## src/rtl/alu_pkg.sv

```systemverilog
// Shared ALU datapath types: default operand width and the aligner FIFO entry layout.
package alu_pkg;
  localparam int DATA_W = 32;

  typedef logic [DATA_W-1:0] alu_word_t;

  typedef struct packed {
    logic      last;
    alu_word_t data;
  } align_entry_t;
endpackage

```

## src/rtl/iaxistream.sv

```systemverilog
// Minimal AXI-Stream bundle used between ALU pipeline blocks.
interface IAxiStream #(
  parameter int DATA_W = 32,
  parameter int ID_W   = 4
);
  logic [DATA_W-1:0] tdata;
  logic              tvalid;
  logic              tready;
  logic              tlast;
  logic [ID_W-1:0]   tid;

  modport Master (output tdata, tvalid, tlast, tid, input tready);
  modport Slave  (input tdata, tvalid, tlast, tid, output tready);
endinterface

```

## src/rtl/axis_lane_fifo.sv

```systemverilog
// First-word-fall-through lane FIFO; clear wins over push/pop, full never accepts a push.
module axis_lane_fifo #(
  parameter type entry_t = alu_pkg::align_entry_t,
  parameter int  DEPTH   = 8,
  localparam int AW      = $clog2(DEPTH)
) (
  input  logic        aclk,
  input  logic        aresetn,
  input  logic        clear,
  input  logic        push,
  input  logic        pop,
  input  entry_t      wdata,
  output entry_t      rdata,
  output logic [AW:0] lvl,
  output logic        full,
  output logic        empty
);
  entry_t          mem [DEPTH];
  logic [AW-1:0]   wptr, rptr;
  logic            wr, rd;

  assign full  = (lvl == (AW+1)'(DEPTH));
  assign empty = (lvl == '0);
  assign wr    = push & ~full & ~clear;
  assign rd    = pop & ~empty & ~clear;
  assign rdata = mem[rptr];

  // storage is deliberately left unreset; level gates every read
  always_ff @(posedge aclk) begin
    if (wr) mem[wptr] <= wdata;
  end

  always_ff @(posedge aclk or negedge aresetn) begin
    if (!aresetn) begin
      wptr <= '0;
      rptr <= '0;
      lvl  <= '0;
    end else if (clear) begin
      wptr <= '0;
      rptr <= '0;
      lvl  <= '0;
    end else begin
      if (wr) wptr <= wptr + 1'b1;
      if (rd) rptr <= rptr + 1'b1;
      lvl <= lvl + (AW+1)'(wr) - (AW+1)'(rd);
    end
  end
endmodule

```

## src/rtl/axis_operand_align.sv

```systemverilog
// Two-lane operand aligner: buffers A/B independently and releases them only as a pair.
module axis_operand_align #(
  parameter int DATA_W = alu_pkg::DATA_W,
  parameter int DEPTH  = 8
) (
  input  logic                     aclk,
  input  logic                     aresetn,
  input  logic                     clear,
  IAxiStream.Slave                 s_a,
  IAxiStream.Slave                 s_b,
  IAxiStream.Master                m_a,
  IAxiStream.Master                m_b,
  output logic [$clog2(DEPTH):0]   lvl_a,
  output logic [$clog2(DEPTH):0]   lvl_b,
  output logic                     skew_err
);
  localparam int NUM_LANES = 2;
  localparam int LW        = $clog2(DEPTH) + 1;

  typedef struct packed {
    logic              last;
    logic [DATA_W-1:0] data;
  } entry_t;

  entry_t [NUM_LANES-1:0]          wdata, rdata;
  logic   [NUM_LANES-1:0]          svalid, rdy, push, full, empty;
  logic   [NUM_LANES-1:0][LW-1:0]  lvl;
  logic                            pv, pop, skew_set;
  logic                            unused_tid;

  assign svalid   = {s_b.tvalid, s_a.tvalid};
  assign wdata[0] = {s_a.tlast, s_a.tdata};
  assign wdata[1] = {s_b.tlast, s_b.tdata};

  // ready holds low through reset and clear; no push into a full lane even when popping
  assign rdy  = {NUM_LANES{aresetn & ~clear}} & ~full;
  assign push = svalid & rdy;
  assign pv   = &(~empty);
  assign pop  = pv & m_a.tready & m_b.tready;

  for (genvar g = 0; g < NUM_LANES; g++) begin : g_lane
    axis_lane_fifo #(
      .entry_t (entry_t),
      .DEPTH   (DEPTH)
    ) u_fifo (
      .aclk    (aclk),
      .aresetn (aresetn),
      .clear   (clear),
      .push    (push[g]),
      .pop     (pop),
      .wdata   (wdata[g]),
      .rdata   (rdata[g]),
      .lvl     (lvl[g]),
      .full    (full[g]),
      .empty   (empty[g])
    );
  end

  assign skew_set = (full[0] & empty[1]) | (full[1] & empty[0]);

  always_ff @(posedge aclk or negedge aresetn) begin
    if (!aresetn)      skew_err <= 1'b0;
    else if (clear)    skew_err <= 1'b0;
    else if (skew_set) skew_err <= 1'b1;
  end

  assign s_a.tready = rdy[0];
  assign s_b.tready = rdy[1];

  assign m_a.tvalid = pv;
  assign m_a.tdata  = rdata[0].data;
  assign m_a.tlast  = rdata[0].last;
  assign m_a.tid    = '0;
  assign m_b.tvalid = pv;
  assign m_b.tdata  = rdata[1].data;
  assign m_b.tlast  = rdata[1].last;
  assign m_b.tid    = '0;

  assign lvl_a = lvl[0];
  assign lvl_b = lvl[1];

  assign unused_tid = ^{s_a.tid, s_b.tid};
endmodule

```

## src/flat_wrapper.sv

```systemverilog
// flat-port wrapper written by rule: the top's interface ports become plain ports
module axis_operand_align_flat 
#(
  parameter int DATA_W = alu_pkg::DATA_W,
  parameter int DEPTH  = 8
)
  (aclk, aresetn, clear, lvl_a, lvl_b, skew_err, s_a_tdata, s_a_tvalid, s_a_tlast, s_a_tid, s_a_tready, s_b_tdata, s_b_tvalid, s_b_tlast, s_b_tid, s_b_tready, m_a_tdata, m_a_tvalid, m_a_tlast, m_a_tid, m_a_tready, m_b_tdata, m_b_tvalid, m_b_tlast, m_b_tid, m_b_tready);
  IAxiStream #(.DATA_W(DATA_W)) s_a_i ();
  IAxiStream #(.DATA_W(DATA_W)) s_b_i ();
  IAxiStream #(.DATA_W(DATA_W)) m_a_i ();
  IAxiStream #(.DATA_W(DATA_W)) m_b_i ();
  input  logic aclk;
  input  logic aresetn;
  input  logic clear;
  output logic [$clog2(DEPTH):0] lvl_a;
  output logic [$clog2(DEPTH):0] lvl_b;
  output logic skew_err;
  input wire logic [$bits(s_a_i.tdata)-1:0] s_a_tdata;
  input wire logic [$bits(s_a_i.tvalid)-1:0] s_a_tvalid;
  input wire logic [$bits(s_a_i.tlast)-1:0] s_a_tlast;
  input wire logic [$bits(s_a_i.tid)-1:0] s_a_tid;
  output wire logic [$bits(s_a_i.tready)-1:0] s_a_tready;
  input wire logic [$bits(s_b_i.tdata)-1:0] s_b_tdata;
  input wire logic [$bits(s_b_i.tvalid)-1:0] s_b_tvalid;
  input wire logic [$bits(s_b_i.tlast)-1:0] s_b_tlast;
  input wire logic [$bits(s_b_i.tid)-1:0] s_b_tid;
  output wire logic [$bits(s_b_i.tready)-1:0] s_b_tready;
  output wire logic [$bits(m_a_i.tdata)-1:0] m_a_tdata;
  output wire logic [$bits(m_a_i.tvalid)-1:0] m_a_tvalid;
  output wire logic [$bits(m_a_i.tlast)-1:0] m_a_tlast;
  output wire logic [$bits(m_a_i.tid)-1:0] m_a_tid;
  input wire logic [$bits(m_a_i.tready)-1:0] m_a_tready;
  output wire logic [$bits(m_b_i.tdata)-1:0] m_b_tdata;
  output wire logic [$bits(m_b_i.tvalid)-1:0] m_b_tvalid;
  output wire logic [$bits(m_b_i.tlast)-1:0] m_b_tlast;
  output wire logic [$bits(m_b_i.tid)-1:0] m_b_tid;
  input wire logic [$bits(m_b_i.tready)-1:0] m_b_tready;
  assign s_a_i.tdata = s_a_tdata;
  assign s_a_i.tvalid = s_a_tvalid;
  assign s_a_i.tlast = s_a_tlast;
  assign s_a_i.tid = s_a_tid;
  assign s_a_tready = s_a_i.tready;
  assign s_b_i.tdata = s_b_tdata;
  assign s_b_i.tvalid = s_b_tvalid;
  assign s_b_i.tlast = s_b_tlast;
  assign s_b_i.tid = s_b_tid;
  assign s_b_tready = s_b_i.tready;
  assign m_a_tdata = m_a_i.tdata;
  assign m_a_tvalid = m_a_i.tvalid;
  assign m_a_tlast = m_a_i.tlast;
  assign m_a_tid = m_a_i.tid;
  assign m_a_i.tready = m_a_tready;
  assign m_b_tdata = m_b_i.tdata;
  assign m_b_tvalid = m_b_i.tvalid;
  assign m_b_tlast = m_b_i.tlast;
  assign m_b_tid = m_b_i.tid;
  assign m_b_i.tready = m_b_tready;
  axis_operand_align #(.DATA_W(DATA_W), .DEPTH(DEPTH)) u_core (.aclk(aclk), .aresetn(aresetn), .clear(clear), .s_a(s_a_i), .s_b(s_b_i), .m_a(m_a_i), .m_b(m_b_i), .lvl_a(lvl_a), .lvl_b(lvl_b), .skew_err(skew_err));
endmodule
```

## config.mk

```make
export PLATFORM = sky130hd
export DESIGN_NAME = axis_operand_align_flat
export DESIGN_NICKNAME = d
export VERILOG_FILES = /design/src/rtl/alu_pkg.sv /design/src/rtl/iaxistream.sv /design/src/rtl/axis_lane_fifo.sv /design/src/rtl/axis_operand_align.sv /design/src/flat_wrapper.sv
export SDC_FILE = /design/constraint.sdc
export NUM_CORES = 1
export LEC_CHECK = 0
export CAP_MARGIN = 20
export CORE_MARGIN = 2
export CORE_UTILIZATION = 36
export DETAILED_ROUTE_END_ITERATION = 6
export PLACE_DENSITY_LB_ADDON = 0.15
export SYNTH_ARGS = -nofsm -noshare
export SYNTH_HDL_FRONTEND = slang
export SYNTH_SLANG_ARGS = --single-unit
```

## constraint.sdc

```tcl
create_clock -name aclk -period 4.9 [get_ports aclk]
set_input_delay 0.98 -clock aclk [delete_from_list [all_inputs] [get_ports aclk]]
set_output_delay 0.98 -clock aclk [all_outputs]
set_load 0.01 [all_outputs]
```

==> impl_metrics.yaml <==
outcome:
  status: "finished, final reports clean"
floorplanning:
  die_y_um: 248
  io_pins: 168
  die_x_um: 248
  core_area_um2: 59000
  row_count: 89
  dieArea_um2: 61600
  initial_core_util: 0.364
synth:
  ys_seq_elements: 549
  synth_top_cells_by_count: "edfxtp_1, mux4_2, mux2_2, mux2_4, dfrtp_1"
  synth-edff-count: 528
  ys_warn_count: 0
  yosysTopAreaCell: "edfxtp_1"
  ys_seq_area_frac: 0.762
  synth_cells: 931
  synth_area_per_cell_um2: 23.1
  synth-async-reset-ratio: 0.0383
  ys.flop_type: "edfxtp_1"
  synthTopCellsByArea: "edfxtp_1, mux4_2, dfrtp_1"
  syn_area_um2: 21500
  yosysMostFrequentCell: "edfxtp_1"
  yosysTopAreaCellShare: 0.738
  synth_cell_types: 40
drt:
  drc_errors: 0
  num_vias: 9717
  wl_met2_mm: 21.4
  dr_wl_met3_mm: 1.74
  via_per_inst: 4.99
  top_layer_used: "met5"
  routed_wl_mm: 44.2
  dr.pass1.iters: 4
  ant_nets: 0
  drtIter0Drc: 532
  wl_per_cell_um: 22.7
  met1Wirelength_mm: 20.2
place:
  io_buffers: 151
  gp_congestion: 0.691
  dp_hpwl_mm: 24.0
pwr:
  seqPwrFrac: 0.513
  p_leak_uw: 0.00807
  switchingPower_uw: 2190
  power_uw: 10300
  switching_share: 0.213
  intPower_uw: 8120
  power_density_nw_per_um2: 398
  clkPwrFrac: 0.409
  comb_power_share: 0.078
  vdd_ir_drop_max_mv: 0.295
cts:
  post_cts.repair.setup_buffers: 0
  post_cts_resized: 0
  cts_max_path_buffers: 3
  clk_pin_slew_ps: 60
  cts_hold_buf: 0
  clk_latency_ps: 610
  htree_levels: 2
  cts_root_buf: "clkbuf_16"
  cts_tree: "done"
  numCtsBuffers: 58
  cts_sinks: 549
worst_setup_path:
  cp_data_arrival_time_ps: 3240
  worst_setup_path_end_kind: "primary output"
  path_max_fanout: 33
  startpoint_type: "flop"
  worstPathRequired_ps: 3920
  path_class: "flop to primary output"
sta:
  hold_viol: 0
  final.min_clock_period_ps: 4220
  fin_setup_tns_ps: 0
  tightest_slew_ps: 1010
  slew_violations: 0
  max_slew_margin: 0.324
  max_freq_mhz: 237
  rsz0062_at_grt: "no"
  post-route-period-util: 0.861
  fin_skew_ps: 31.4
  finalSetupViolCount: 0
global_route:
  antenna_found_initial: 2
  grt_max_degree: 46
  grt_pass1_vias: 10300
  grt_pass1_wl_mm: 65.9
  track_usage: 0.146
  globalRouteOverflowTotal: 0
finish:
  final-seq-area_um2: 16400
  drive_gt1_frac: 0.289
  fin_nets: 1227
  multiInputGateArea_um2: 4840
  area_growth_pct: 20.6
  antenna_cells: 0
  fillers: 5031
run:
  maxCapViolations: 0
worst_hold_path:
  hp-class: "flop to flop"
layer usage:
metal	vias up	GRT usage
met2	163	0.234
met4	4	0.0410
met3	67	0.0276
met5	-	0
met1	5199	0.203
li1	4284	-
area by class of cell:
class,count,share of cell area
well taps,773,0.0373
inverters,16,0.00232
clock inverters,34,0.0124
flip-flops and latches,549,0.633
multi-input cells,323,0.187
clock buffers,71,0.0583
repair buffers,180,0.0701
power groups by stage:
stage               registers [uW]  logic (uW)  clock network (uW)
floorplan                     5370         468                   0
global placement              5390         812                   0
finish                        5290         805                4220
global route                  5300         878                4540
detailed placement            5390         819                   0
CTS                           5290         824                4360
flip-flops by register name, indices dropped and copies added, names as in the netlist:
| signal | count |
|---|---|
| u_core.g_lane.u_fifo.mem | 528 |
| u_core.g_lane.u_fifo.wptr | 6 |
| u_core.g_lane.u_fifo.lvl | 8 |
| u_core.skew_err | 1 |
| u_core.g_lane.u_fifo.rptr | 6 |
cell usage in the layout, fill, tap and decap left out, types with 3 or more instances in the layout:
cell type          n
nor2_4             7
or4_1              3
clkdlybuf4s50_1  151
o21ai_0            3
clkinv_1          12
buf_12             7
mux2_2            44
o311ai_0           4
dfrtp_1           15
bufinv_16          5
nor2b_1           11
a21oi_1            4
mux2_4            28
ha_1              16
edfxtp_1         528
nand2b_1           3
mux4_2           132
clkbuf_16         58
buf_4             22
inv_1             16
clkbuf_1          12
conb_1             8
clkinvlp_4         4
nand3_1            4
clkinv_2          10
nor3_2             4
nor2_1            13
dfrtp_2            4
nand2_1           10
worst max-delay path: stages, from the launching register on:
cell and delay [ps]:
dfrtp_4 880, buf_4 430, mux4_2 550, mux2_4 280, clkdlybuf4s50_1 480
logic make-up after synthesis:
family | Yosys count | synth area share
compound gates | 21 | 0.00722
xor+xnor | 2 | 0.000816
fa+ha+maj | 18 | 0.0112
buf+inv | 66 | 0.0195
flops | 549 | 0.762
mux | 206 | 0.182
other cells | 1 | 0.000175
simple gates | 68 | 0.0167
stage by stage:
| step | cells | instance area [um^2] | hold WS (ps) | utilization | setup slack, ps |
|---|---|---|---|---|---|
| floorplan | 938 | 21500 | 529 | - | 403 |
| global placement | 1841 | 24100 | 504 | 0.408 | 974 |
| detailed placement | 1841 | 24100 | 490 | 0.408 | 914 |
| CTS | 1946 | 25900 | 530 | 0.439 | 560 |
| global route | 1946 | 25900 | 557 | 0.439 | 471 |
| finish | 1946 | 25900 | 522 | 0.439 | 679 |
final timing paths:
kind,start,endpoint,slack (ps),depth (start not counted)
min in group asynchronous,aresetn,u_core.g_lane[1].u_fifo.wptr[2],680,2
max in group asynchronous,aresetn,u_core.g_lane[1].u_fifo.rptr[2],3800,3
max,u_core.g_lane[0].u_fifo.rptr[0],m_a_tdata[27],680,4
min,u_core.skew_err,u_core.skew_err,520,2
min reg2reg,u_core.skew_err,u_core.skew_err,520,2
max reg2reg,u_core.g_lane[0].u_fifo.lvl[2],u_core.g_lane[0].u_fifo.lvl[3],1970,10
(Power assumes the default switching activity.)
